## src/rtl/frame_bank_scheduler_if.sv

```systemverilog
// Upstream pixel-word stream into the frame bank scheduler: valid/ready handshake plus data.
interface frame_bank_scheduler_if #(
  parameter int DATA_W = 54
);
  logic              px_valid;
  logic              px_ready;
  logic [DATA_W-1:0] px_data;

  modport master (output px_valid, output px_data, input  px_ready);
  modport slave  (input  px_valid, input  px_data, output px_ready);
endinterface

```

## src/rtl/frame_bank_scheduler.sv

```systemverilog
// Ping-pong scheduler for the two HUB75 frame RAM banks: fills the back bank from the pixel
// stream and swaps banks only at a frame boundary once the dwell has elapsed and the load is complete.
//
//   state  | meaning
//   S_LOAD | back bank being filled; stream accepted while enabled
//   S_FULL | back bank complete; waiting for frame_end with dwell expired to swap
module frame_bank_scheduler #(
  parameter int DATA_W      = 54,
  parameter int ADDR_W      = 12,
  parameter int FRAME_WORDS = 3240,
  parameter int TIMER_W     = 30
) (
  input  logic                   i_clk,
  input  logic                   i_rst,
  input  logic                   i_enable,
  input  logic [TIMER_W-1:0]     i_dwell_time,
  input  logic                   i_frame_end,
  frame_bank_scheduler_if.slave  px,
  output logic                   o_wr_bank0,
  output logic                   o_wr_bank1,
  output logic [ADDR_W-1:0]      o_addr_write,
  output logic [DATA_W-1:0]      o_data_write,
  output logic                   o_rd_sel,
  output logic                   o_require_data,
  output logic                   o_frame_loaded,
  output logic                   o_swap,
  output logic                   o_underrun
);

  typedef enum logic {S_LOAD, S_FULL} state_t;

  localparam logic [ADDR_W-1:0] LAST_ADDR = ADDR_W'(FRAME_WORDS - 1);

  state_t              r_state;
  logic                r_rd_sel;
  logic [ADDR_W-1:0]   r_count;
  logic [TIMER_W-1:0]  r_timer;
  logic                r_wr_bank0;
  logic                r_wr_bank1;
  logic [ADDR_W-1:0]   r_addr_write;
  logic [DATA_W-1:0]   r_data_write;
  logic                r_require_data;
  logic                r_frame_loaded;
  logic                r_swap;
  logic                r_underrun;

  logic w_xfer;
  logic w_frame_due;
  logic w_swap;
  logic w_underrun;

  assign px.px_ready  = i_enable & (r_state == S_LOAD);
  assign w_xfer       = px.px_valid & px.px_ready;
  assign w_frame_due  = i_enable & i_frame_end & (r_timer == '0);
  assign w_swap       = w_frame_due & (r_state == S_FULL);
  assign w_underrun   = w_frame_due & (r_state == S_LOAD);

  always_ff @(posedge i_clk) begin
    if (i_rst) begin
      r_state        <= S_LOAD;
      r_rd_sel       <= 1'b0;
      r_count        <= '0;
      r_timer        <= i_dwell_time;
      r_wr_bank0     <= 1'b0;
      r_wr_bank1     <= 1'b0;
      r_addr_write   <= '0;
      r_data_write   <= '0;
      r_require_data <= 1'b1;
      r_frame_loaded <= 1'b0;
      r_swap         <= 1'b0;
      r_underrun     <= 1'b0;
    end else begin
      // the back bank is always the one not being displayed
      r_wr_bank0 <= w_xfer & r_rd_sel;
      r_wr_bank1 <= w_xfer & ~r_rd_sel;
      r_swap     <= w_swap;
      r_underrun <= w_underrun;

      if (w_xfer) begin
        r_addr_write <= r_count;
        r_data_write <= px.px_data;
      end

      if (w_swap)
        r_timer <= i_dwell_time;
      else if (i_enable && (r_timer != '0))
        r_timer <= r_timer - TIMER_W'(1);

      case (r_state)
        S_LOAD: begin
          if (w_xfer) begin
            if (r_count == LAST_ADDR) begin
              r_count        <= '0;
              r_state        <= S_FULL;
              r_require_data <= 1'b0;
              r_frame_loaded <= 1'b1;
            end else begin
              r_count <= r_count + ADDR_W'(1);
            end
          end
        end
        S_FULL: begin
          if (w_swap) begin
            r_rd_sel       <= ~r_rd_sel;
            r_state        <= S_LOAD;
            r_require_data <= 1'b1;
            r_frame_loaded <= 1'b0;
          end
        end
        default: r_state <= S_LOAD;
      endcase
    end
  end

  assign o_wr_bank0     = r_wr_bank0;
  assign o_wr_bank1     = r_wr_bank1;
  assign o_addr_write   = r_addr_write;
  assign o_data_write   = r_data_write;
  assign o_rd_sel       = r_rd_sel;
  assign o_require_data = r_require_data;
  assign o_frame_loaded = r_frame_loaded;
  assign o_swap         = r_swap;
  assign o_underrun     = r_underrun;

endmodule

```

## src/flat_wrapper.sv

```systemverilog
// flat-port wrapper written by rule: the top's interface ports become plain ports
module frame_bank_scheduler_flat 
#(
  parameter int DATA_W      = 54,
  parameter int ADDR_W      = 12,
  parameter int FRAME_WORDS = 3240,
  parameter int TIMER_W     = 30
)
  (i_clk, i_rst, i_enable, i_dwell_time, i_frame_end, o_wr_bank0, o_wr_bank1, o_addr_write, o_data_write, o_rd_sel, o_require_data, o_frame_loaded, o_swap, o_underrun, px_px_valid, px_px_data, px_px_ready);
  frame_bank_scheduler_if #(.DATA_W(DATA_W)) px_i ();
  input  logic i_clk;
  input  logic i_rst;
  input  logic i_enable;
  input  logic [TIMER_W-1:0] i_dwell_time;
  input  logic i_frame_end;
  output logic o_wr_bank0;
  output logic o_wr_bank1;
  output logic [ADDR_W-1:0] o_addr_write;
  output logic [DATA_W-1:0] o_data_write;
  output logic o_rd_sel;
  output logic o_require_data;
  output logic o_frame_loaded;
  output logic o_swap;
  output logic o_underrun;
  input wire logic [$bits(px_i.px_valid)-1:0] px_px_valid;
  input wire logic [$bits(px_i.px_data)-1:0] px_px_data;
  output wire logic [$bits(px_i.px_ready)-1:0] px_px_ready;
  assign px_i.px_valid = px_px_valid;
  assign px_i.px_data = px_px_data;
  assign px_px_ready = px_i.px_ready;
  frame_bank_scheduler #(.DATA_W(DATA_W), .ADDR_W(ADDR_W), .FRAME_WORDS(FRAME_WORDS), .TIMER_W(TIMER_W)) u_core (.i_clk(i_clk), .i_rst(i_rst), .i_enable(i_enable), .i_dwell_time(i_dwell_time), .i_frame_end(i_frame_end), .px(px_i), .o_wr_bank0(o_wr_bank0), .o_wr_bank1(o_wr_bank1), .o_addr_write(o_addr_write), .o_data_write(o_data_write), .o_rd_sel(o_rd_sel), .o_require_data(o_require_data), .o_frame_loaded(o_frame_loaded), .o_swap(o_swap), .o_underrun(o_underrun));
endmodule
```

## config.mk

```make
export PLATFORM = sky130hd
export DESIGN_NAME = frame_bank_scheduler_flat
export DESIGN_NICKNAME = d
export VERILOG_FILES = /design/src/rtl/frame_bank_scheduler_if.sv /design/src/rtl/frame_bank_scheduler.sv /design/src/flat_wrapper.sv
export SDC_FILE = /design/constraint.sdc
export NUM_CORES = 1
export LEC_CHECK = 0
export ABC_AREA = 1
export BUFFER_PORTS_ARGS = -buffer_cell sky130_fd_sc_hd__buf_2
export CORE_ASPECT_RATIO = 1.5
export CORE_UTILIZATION = 40
export DETAILED_ROUTE_END_ITERATION = 8
export MAX_ROUTING_LAYER = met4
export SETUP_SLACK_MARGIN = 0.15
export SLEW_MARGIN = 20
export SYNTH_ARGS = -nofsm -noshare
export SYNTH_HDL_FRONTEND = slang
export SYNTH_SLANG_ARGS = --single-unit
```

## constraint.sdc

```tcl
create_clock -name i_clk -period 5.2 [get_ports i_clk]
set_clock_uncertainty 0.1 [all_clocks]
set_input_delay 0.52 -clock i_clk [delete_from_list [all_inputs] [get_ports i_clk]]
set_output_delay 0.52 -clock i_clk [all_outputs]
set_load 0.005 [all_outputs]
```

# ---- Word level (Yosys, flattened, before mapping)
# Cells that the tools add are included.
dict set report totals {
  ff_bits 116
  wordCells 51
}
dict set report classes {
  n_addsub 2
  n_eq_ne 4
  muxes 16
  bitwise_logic 10
  n_reduce_logical 7
}
# operator count
set ops {}
lappend ops {{2-to-1 mux 30 bit} 3}
lappend ops {{zero test 30 bit} 1}
lappend ops {{nonzero test 30 bit} 1}
lappend ops {{subtractor 30 x 1 -> 30 bit (second input constant)} 1}
lappend ops {{adder 12 x 1 -> 12 bit (second input constant)} 1}
lappend ops {{== test 12 bit (second input constant)} 1}
lappend ops {{2-to-1 mux 12 bit} 1}
lappend ops {{2-to-1 mux 1 bit} 9}
lappend ops {{AND 1 bit} 8}
lappend ops {{case mux 1 bit (2 select lines)} 3}
lappend ops {{inequality test 2 bit (second input constant)} 2}
lappend ops {{AND reduction 2 bit} 2}
lappend ops {{AND reduction 3 bit} 1}
lappend ops {{nonzero test 3 bit} 1}
lappend ops {{inequality test 2 x 1 -> 1 bit (second input constant)} 1}
lappend ops {{inverter 1 bit} 2}
lappend ops {{logical AND 1 bit} 1}

# ---- Longest topological paths before layout
# Gate-level depths: netlist (run 1).
dict set report depth {
  depth_word 5
  ltp_mapped 12
}

# ---- Worst setup path before layout (run 1)
# No wires, ideal clock.
dict set report synth_path {
  path_type {reg2reg}
  from {register u_core.r_timer[0]}
  to {register u_core.r_timer[0], enable pin}
  t_arrival_ps 3126
  slack_ps 1515
  stages_incl_launch_ff 8
  path_buffers 0
  period_less_slack_ps 3685
  path_cell_list {edfxtp_1 inv_1 ha_1 nand2_2 nor2_4 nand2_1 nor2_1 o21ai_0}
}
dict set report synth_via {
  elab_chain_cells 4
  elab_cells_between_ends 6
}
# item line_no
set synth_lines {}
lappend synth_lines {{start: declaration} frame_bank_scheduler.sv:37} ;# logic [TIMER_W-1:0] r_timer;
lappend synth_lines {{start signal: assignment} frame_bank_scheduler.sv:63} ;# r_timer <= i_dwell_time;
lappend synth_lines {{start signal: assignment} frame_bank_scheduler.sv:85} ;# r_timer <= i_dwell_time;
lappend synth_lines {{start signal: assignment} frame_bank_scheduler.sv:87} ;# r_timer <= r_timer - TIMER_W'(1);
lappend synth_lines {{zero test 30 bit} frame_bank_scheduler.sv:54} ;# assign w_frame_due = i_enable & i_frame_end & (r_timer == '0);
lappend synth_lines {{AND 1 bit} frame_bank_scheduler.sv:54}
lappend synth_lines {{AND 1 bit} frame_bank_scheduler.sv:55} ;# assign w_swap = w_frame_due & (r_state == S_FULL);
lappend synth_lines {{nonzero test 3 bit (no line) (*)} -}
# Mark *: on every way between the ends. The rest lies on a longest branch, timed or not.
# A chain may end at the register's enable or synchronous reset.

# ---- Worst setup path in the final report (run 1)
dict set report layout_path {
  from {register u_core.r_timer[0]}
  to {register u_core.r_timer[6], enable pin}
}
# The elaborated chain is that of the path after synthesis.

==> out/results.tsv, run 1 <==
stage	metric	value	unit
worst_setup_path	required	5.11	ns
layout	areaGrowthSynthToFinish	27.4	%
die	io_pins	163	
worst_setup_path	cp.arrival	2.81	ns
worst_setup_path	cp_max_fo	45	
synth	synthCells	717	
synth	syn_avg_cell_area	7.52	sq um
routing	ant_nets	0	
synth	ys_warn_count	0	
synth	ys_ff_latch	116	
layout	multi_input_area	2400	sq um
layout	drive_above_1_share	24.5	%
timing	report.final.slew_viol_count	0	
die	rows	51	
synth	synth_cell_types	30	
clock_network	cts_inserted_buffers	17	
die	die_w	96.8	um
grt	grt_pass1_vias	5020	
timing	finalSetupViolations	0	
layout	n_fill_cell	1290	
die	die_area	14000	sq um
timing	grt_setup_unrepaired	no	
layout	fin_cells	1043	
clock_network	postCtsSetupBuffers	0	
clock_network	cts_resized	0	
routing	wl_per_cell	13.7	um
timing	fmax	0.345	GHz
synth	seq_area_frac_synth	48.6	%
timing	worst-slew-pin-transition	0.979	ns
layout	final_core_util	52.5	%
pwr	p_leak	3.06	nW
synth	synth_area	5400	sq um
timing	period_share	55.8	%
worst_setup_path	critPathKind	register to register	
clock_network	cts.sinks	116	
clock_network	cts_tree	done	
placed_design	portBuffers	162	
routing	finalWirelength	14300	um
timing	holdWs	0.258	ns
layout	final_cell_mix	250 x nand2_1, 162 x buf_2, 86 x dfxtp_1	
routing	vias	5066	
die	coreArea	13100	sq um
grt	grt_pass1_wl	23200	um
grt	grt_max_degree	77	
clock_network	clkTransAtPathRegs	0.06	ns
timing	setup_tns	0	ns
layout	nets	961	
routing	first_iter_violations	197	
worst_setup_path	startpoint_type	register	
job	maxCapViolCount	0	
placed_design	dp_hpwl	10500	um
routing	drc	0	
die	initial_core_util	41.2	%
placed_design	dp_cells	1010	
pwr	power	2.41	mW
clock_network	htree_levels	4	
clock_network	insertion_delay	0.40	ns
grt	overflow	0	
clock_network	cts-root-buf	clkbuf_16	
min_path	min_path_type	input port to register	
clock_network	cts_buffer_depth	2	
status	status	completed	
pwr	p_per_area	351	nW/um^2
pwr	peakVddDrop	242	uV
placed_design	place.gp.congestion	0.894	
timing	slew_headroom	34.5	%
worst_setup_path	crit_path_end_kind	register	
layout	final_common_cell	nand2_1	
clock_network	cts_hold_buf	0	
synth	syn_nets	808	
grt	grt_use_total	21.3	%
grt	antenna_found_initial	1	
routing	first_pass_iters	4	
timing	period_needed	2.90	ns
timing	hold_viol_final	0	
die	die_h	144	um
layout	regArea	2620	sq um
routing	vias_per_cell	4.86	
[worst paths after layout]
check	start	endpoint	slack [ns]	cells after the start
setup / recovery	u_core.r_timer[0]$_DFFE_PP_	u_core.r_timer[6]$_DFFE_PP_	2.30	10
hold / removal	px_px_data[43]	u_core.o_data_write[43]$_SDFFE_PP0P_	0.26	3
setup reg to reg	u_core.r_timer[0]$_DFFE_PP_	u_core.r_timer[6]$_DFFE_PP_	2.30	10
hold reg to reg	u_core.o_data_write[36]$_SDFFE_PP0P_	u_core.o_data_write[36]$_SDFFE_PP0P_	0.36	2
[layout make-up]
type,instances,share of cell area [%]
Tap cell,159,2.90
Clock inverter,14,2.42
Antenna cell,1,0.0364
Timing Repair Buffer,165,12.1
Clock buffer,18,6.25
Inverter,57,3.11
Multi-Input combinational cell,513,35.0
Sequential cell,116,38.2
[registers in the layout (all words and copies together) (netlist names), 12 cells and up]
register / cells
u_core.o_data_write: 54
u_core.r_timer: 30
u_core.o_addr_write: 12
u_core.r_count: 12
[per-layer routing]
metal | vias to the layer above | GRT usage [%] | share of wire [%]
met1 | 2305 | 23.3 | 40
li1 | 2600 | - | -
met5 | - | - | 0
met4 | 0 | 8.80 | 2.1
met2 | 143 | 36.8 | 53
met3 | 18 | 5.51 | 5.4
[per-stage QoR]
stage               area [sq um]  worst slack, ns
CTS                         6870             2.27
global placement            6270             2.37
finish                      6870             2.30
detailed placement          6270             2.27
floorplan                   5400             1.51
global route                6870             2.06
[worst max-delay path, stage by stage (launching register included)]
cell and delay [ns]:
edfxtp_1 0.41, inv_1 0.12, ha_1 0.27, nand2_2 0.14, nor2_4 0.16, nand3_4 0.11
nor2_4 0.11, nand3_4 0.21, nand2_8 0.31, inv_1 0.17, o21ai_4 0.39
[cells by family (layout without fill, tap and decap cells)]
family,after synthesis,in the layout,share of synthesized area [%]
flops,116,116,48.6
compound gates,109,109,10.4
fa+ha+maj,2,2,0.464
simple gates,382,382,30.2
buf+inv,88,254,7.07
xor+xnor,20,20,3.25
other cells,0,1,0
[Yosys cell counts]
| cell | n | share of area, % |
|---|---|---|
| nand2_2 | 3 | 0.35 |
| nor4_2 | 1 | 0.23 |
| edfxtp_1 | 30 | 17 |
| inv_1 | 57 | 4.0 |
| o21ai_0 | 24 | 2.2 |
| nand3b_1 | 1 | 0.14 |
| nor2_1 | 69 | 4.8 |
| nor3b_1 | 3 | 0.42 |
| dfxtp_1 | 86 | 32 |
| clkbuf_1 | 18 | 1.3 |
| nand2_1 | 251 | 17 |
| nand4_1 | 10 | 1.2 |
| ha_1 | 2 | 0.46 |
| nor2_4 | 5 | 1.0 |
| nor4_1 | 1 | 0.12 |
| xor2_1 | 14 | 2.3 |
| buf_8 | 1 | 0.28 |
| a211oi_1 | 2 | 0.28 |
| nor3b_2 | 1 | 0.23 |
| o21bai_1 | 4 | 0.56 |
| nand2_8 | 1 | 0.37 |
| buf_2 | 8 | 0.74 |
| a21oi_1 | 75 | 7.0 |
| o21ai_1 | 4 | 0.37 |
| xnor2_1 | 6 | 0.97 |
| nor3_1 | 8 | 0.74 |
| nand3_4 | 2 | 0.65 |
| nor2_2 | 4 | 0.46 |
| buf_6 | 4 | 0.83 |
| nand3_1 | 22 | 2.0 |
[report_power, final]
group | total (mW) | internal (mW) | switching (mW)
Clock | 1.16 | 0.720 | 0.441
Combinational | 0.230 | 0.0928 | 0.137
Sequential | 1.02 | 0.982 | 0.0366
Note: power is estimated with default switching activity, not from simulation.
==> run 2, diff against run 1 <==
--- a/config.mk
+++ b/config.mk
@@ -5,12 +5,13 @@
 export SDC_FILE = /design/constraint.sdc
 export NUM_CORES = 1
 export LEC_CHECK = 0
-export ABC_AREA = 1
+export ABC_AREA = 0
 export BUFFER_PORTS_ARGS = -buffer_cell sky130_fd_sc_hd__buf_2
 export CORE_ASPECT_RATIO = 1.5
 export CORE_UTILIZATION = 40
 export DETAILED_ROUTE_END_ITERATION = 8
 export MAX_ROUTING_LAYER = met4
+export PLACE_DENSITY = 0.68
 export SETUP_SLACK_MARGIN = 0.15
 export SLEW_MARGIN = 20
 export SYNTH_ARGS = -nofsm -noshare
==> constraint.sdc (replaced) <==
create_clock -name i_clk -period 2.57 [get_ports i_clk]
set_clock_uncertainty 0.1 [all_clocks]
set_input_delay 0.257 -clock i_clk [delete_from_list [all_inputs] [get_ports i_clk]]
set_output_delay 0.257 -clock i_clk [all_outputs]
set_load 0.005 [all_outputs]
==> run 2 against run 1 <==
  * Worst setup slack got worse by 2.1 ns
  * Cell area increased by 2.5%
  * Maximum frequency increased by 21%
  * First-iteration DRC count decreased by 5.1%
  * Combinational power increased by 110%
  * Global-route usage increased by 0.85 points
  * Wire length decreased by 7.3%
  * Via count decreased by 5.9%
  * Die area decreased by 10%
  * Register-to-register slack got worse by 2.1 ns
  * Largest cell class unchanged
  * Highest routed layer unchanged
==> out/results.tsv, run 2 <==
stage	metric	value	unit	change
synth	yosysMostFrequentCell	nand2_1		
layout	largest_reg_flops	54		unchanged
placed_design	dp_hpwl	8620	um	-18%
synth	seq_area_frac_synth	54.1	%	+5.5 points
grt	grt_use_total	22.1	%	+0.85 points
clock_network	cts.sinks	116		unchanged
placed_design	dp_cells	854		-15%
layout	nets	872		-9.3%
pwr	clkPwrFrac	47.9	%	-0.3 points
layout	areaGrowthSynthToFinish	45.4	%	
die	die_w	91.9	um	-5.1%
timing	setup_tns	0	ns	unchanged
routing	finalWirelength	13300	um	-7.3%
worst_setup_path	required	2.62	ns	-2.49 ns
worst_setup_path	crit_path_max_incr_delay	0.58	ns	+0.17 ns
clock_network	cts_tree	done		
layout	final_common_cell	nand2_1		
timing	fmax	0.416	GHz	+21%
worst_setup_path	critical_path.cell_chain	inv_1, ha_1, nor3b_4, nand4_1, or4_4, xnor2_2, o22a_1		
timing	report.final.slew_viol_count	0		unchanged
timing	hold_viol_final	0		unchanged
grt	grt_max_degree	59		-23%
routing	first_iter_violations	187		-5.1%
die	initial_core_util	41.6	%	+0.34 points
die	coreArea	11700	sq um	-11%
timing	period_share	93.5	%	+38 points
timing	grt_setup_unrepaired	yes		
die	die_area	12600	sq um	-10%
synth	ys_warn_count	0		unchanged
synth	syn_nets	654		-19%
routing	ant_nets	0		unchanged
routing	vias_per_cell	5.05		+4.0%
clock_network	clkTransAtPathRegs	0.05	ns	about the same
pwr	pwr-share-seq	42.0	%	-0.3 points
clock_network	cts_buffer_depth	2		unchanged
worst_setup_path	startpoint_type	register		
worst_setup_path	cpMaxStageDelayCell	or4_4		
synth	synth.top_cell.area_share	35.5	%	+3.6 points
layout	final_cell_mix	176 x nand2_1, 162 x buf_2, 86 x dfxtp_1		
routing	wl_per_cell	14.0	um	+2.4%
clock_network	cts_inserted_buffers	17		unchanged
synth	async_flop_share	0	%	unchanged
pwr	p_leak	2.97	nW	-3.2%
placed_design	portBuffers	162		unchanged
clock_network	cts-root-buf	clkbuf_16		
routing	vias	4769		-5.9%
layout	fin_cells	944		-9.5%
timing	worst-slew-pin-transition	0.639	ns	-0.340 ns
synth	synth_commonest_cells	176 x nand2_1, 86 x dfxtp_1, 71 x a21oi_1		
job	maxCapViolCount	0		unchanged
synth	synth_cell_types	44		+47%
placed_design	place.gp.congestion	0.923		+3.2%
placed_design	post-place-ws	0.0816	ns	-2.19 ns
timing	layout_setup_ws	0.168	ns	-2.13 ns
timing	holdWs	0.00905	ns	-0.249 ns
clock_network	insertion_delay	0.41	ns	about the same
routing	drc	0		unchanged
synth	syn_avg_cell_area	8.61	sq um	+14%
die	die_h	137	um	-5.2%
routing	first_pass_iters	5		+1
synth	synth_edf_count	30		unchanged
placed_design	dpl_cell_area	5840	sq um	-6.8%
timing	finalSetupViolations	0		unchanged
layout	n_fill_cell	1031		-20%
worst_setup_path	cp.arrival	2.46	ns	-0.35 ns
layout	final_core_util	60.5	%	+7.9 points
die	io_pins	163		unchanged
pwr	p_switching	1.14	mW	+86%
synth	synth_area	4840	sq um	-10%
pwr	comb_power_share	10.1	%	+0.6 points
grt	grt_pass1_vias	4615		-8.1%
worst_setup_path	critPathKind	register to register		
timing	period_needed	2.40	ns	-0.499 ns
timing	slew_headroom	57.2	%	+23 points
worst_setup_path	r2r_slack	0.17	ns	-2.13 ns
synth	synthTopCellsByArea	dfxtp_1 36%, edfxtp_1 19%, nand2_1 14%		
grt	overflow	0		unchanged
pwr	power	4.90	mW	+100%
pwr	peakVddDrop	476	uV	+97%
status	status	completed		
clock_network	htree_levels	4		unchanged
layout	drive_above_1_share	29.7	%	+5.3 points
worst_setup_path	crit_path_end_kind	register		
grt	grt_pass1_wl	21200	um	-8.4%
min_path	min_path_type	input port to register		
pwr	sw_frac_of_total	23.3	%	-2.2 points
synth	synthFlopType	dfxtp_1		
layout	antenna_cells	0		-1
synth	ys_ff_latch	116		unchanged
synth	synthCells	563		-21%
pwr	p_per_area	696	nW/um^2	+98%
layout	fin_area	7040	sq um	+2.5%
worst_setup_path	cp_max_fo	4		-91%
synth	synth_top_area_cell	dfxtp_1		
die	rows	48		-5.9%
pwr	p_int	3.76	mW	+110%
grt	antenna_found_initial	0		-1
## run 2: changes by cell type in the layout (fill, tap and decap cells not counted), sizes merged, moves of 7 or more
cell	delta
xnor2	+13
nor2	-54
buf	+22
dlygate4sd3	+46
nand2	-79
inv	-56
nand3	-16
nor3	+7
## run 2: path summary, 6_finish.rpt
kind	startpoint	end	cells past startpoint
worst min-delay path	px_px_data[17]	u_core.o_data_write[17]$_SDFFE_PP0P_	3
worst min register to register	u_core.o_frame_loaded$_SDFFE_PP0P_	u_core.o_frame_loaded$_SDFFE_PP0P_	2
worst max register to register	u_core.r_timer[1]$_DFFE_PP_	u_core.r_timer[28]$_DFFE_PP_	7
worst max-delay path	u_core.r_timer[1]$_DFFE_PP_	u_core.r_timer[28]$_DFFE_PP_	7
## run 2: logic make-up after synthesis
kind of cell / count (synthesis) / share of synthesized area, %
adder cells (fa/ha/maj): 2 / 0.516
flip-flops: 116 / 54.1
buffers and inverters: 40 / 3.23
AND/OR/NAND/NOR: 261 / 23.7
AO/OA/AOI/OAI: 108 / 11.8
XOR/XNOR: 36 / 6.66
## run 2: cell type report
type | instances | area (sq um) | area share (%)
clock inverters | 10 | 92.6 | 1.31
well taps | 150 | 188 | 2.66
repair buffers | 233 | 1470 | 20.9
clock buffers | 22 | 517 | 7.34
multi-input cells | 407 | 2130 | 30.2
flip-flops and latches | 116 | 2620 | 37.2
inverters | 6 | 22.5 | 0.320
## run 2: what timing repair did
action                                  CTS  global route
gates resized for setup                   1             6
endpoints found under the setup margin    2            54
buffers inserted                          1            11
gates cloned                              0             0
hold buffers                             46             0
pin swaps                                 0             6
hold endpoints to repair                 46             0
## run 2: power groups by stage
stage,Sequential [mW],Combinational (mW),Clock [mW]
detailed placement,2.10,0.392,0
floorplan,2.09,0.217,0
global route,2.07,0.551,2.48
finish,2.06,0.494,2.34
global placement,2.09,0.381,0
CTS,2.06,0.454,2.38
## run 2: per-layer routing
metal / up-vias / part of all wire (%) / GRT usage, %
met5: - / 0 / -
met4: 0 / 3.5 / 11.5
met3: 41 / 5.4 / 5.61
met2: 188 / 53 / 38.8
met1: 2201 / 38 / 22.8
li1: 2339 / - / -
## run 2: critical path: cells and delay by family (launching register included)
| family | cells | cell delay [ns] |
|---|---|---|
| adder cells (fa/ha/maj) | 1 | 0.17 |
| XOR/XNOR | 1 | 0.14 |
| AO/OA/AOI/OAI | 1 | 0.19 |
| flip-flops | 1 | 0.41 |
| buffers and inverters | 1 | 0.08 |
| AND/OR/NAND/NOR | 3 | 1.06 |
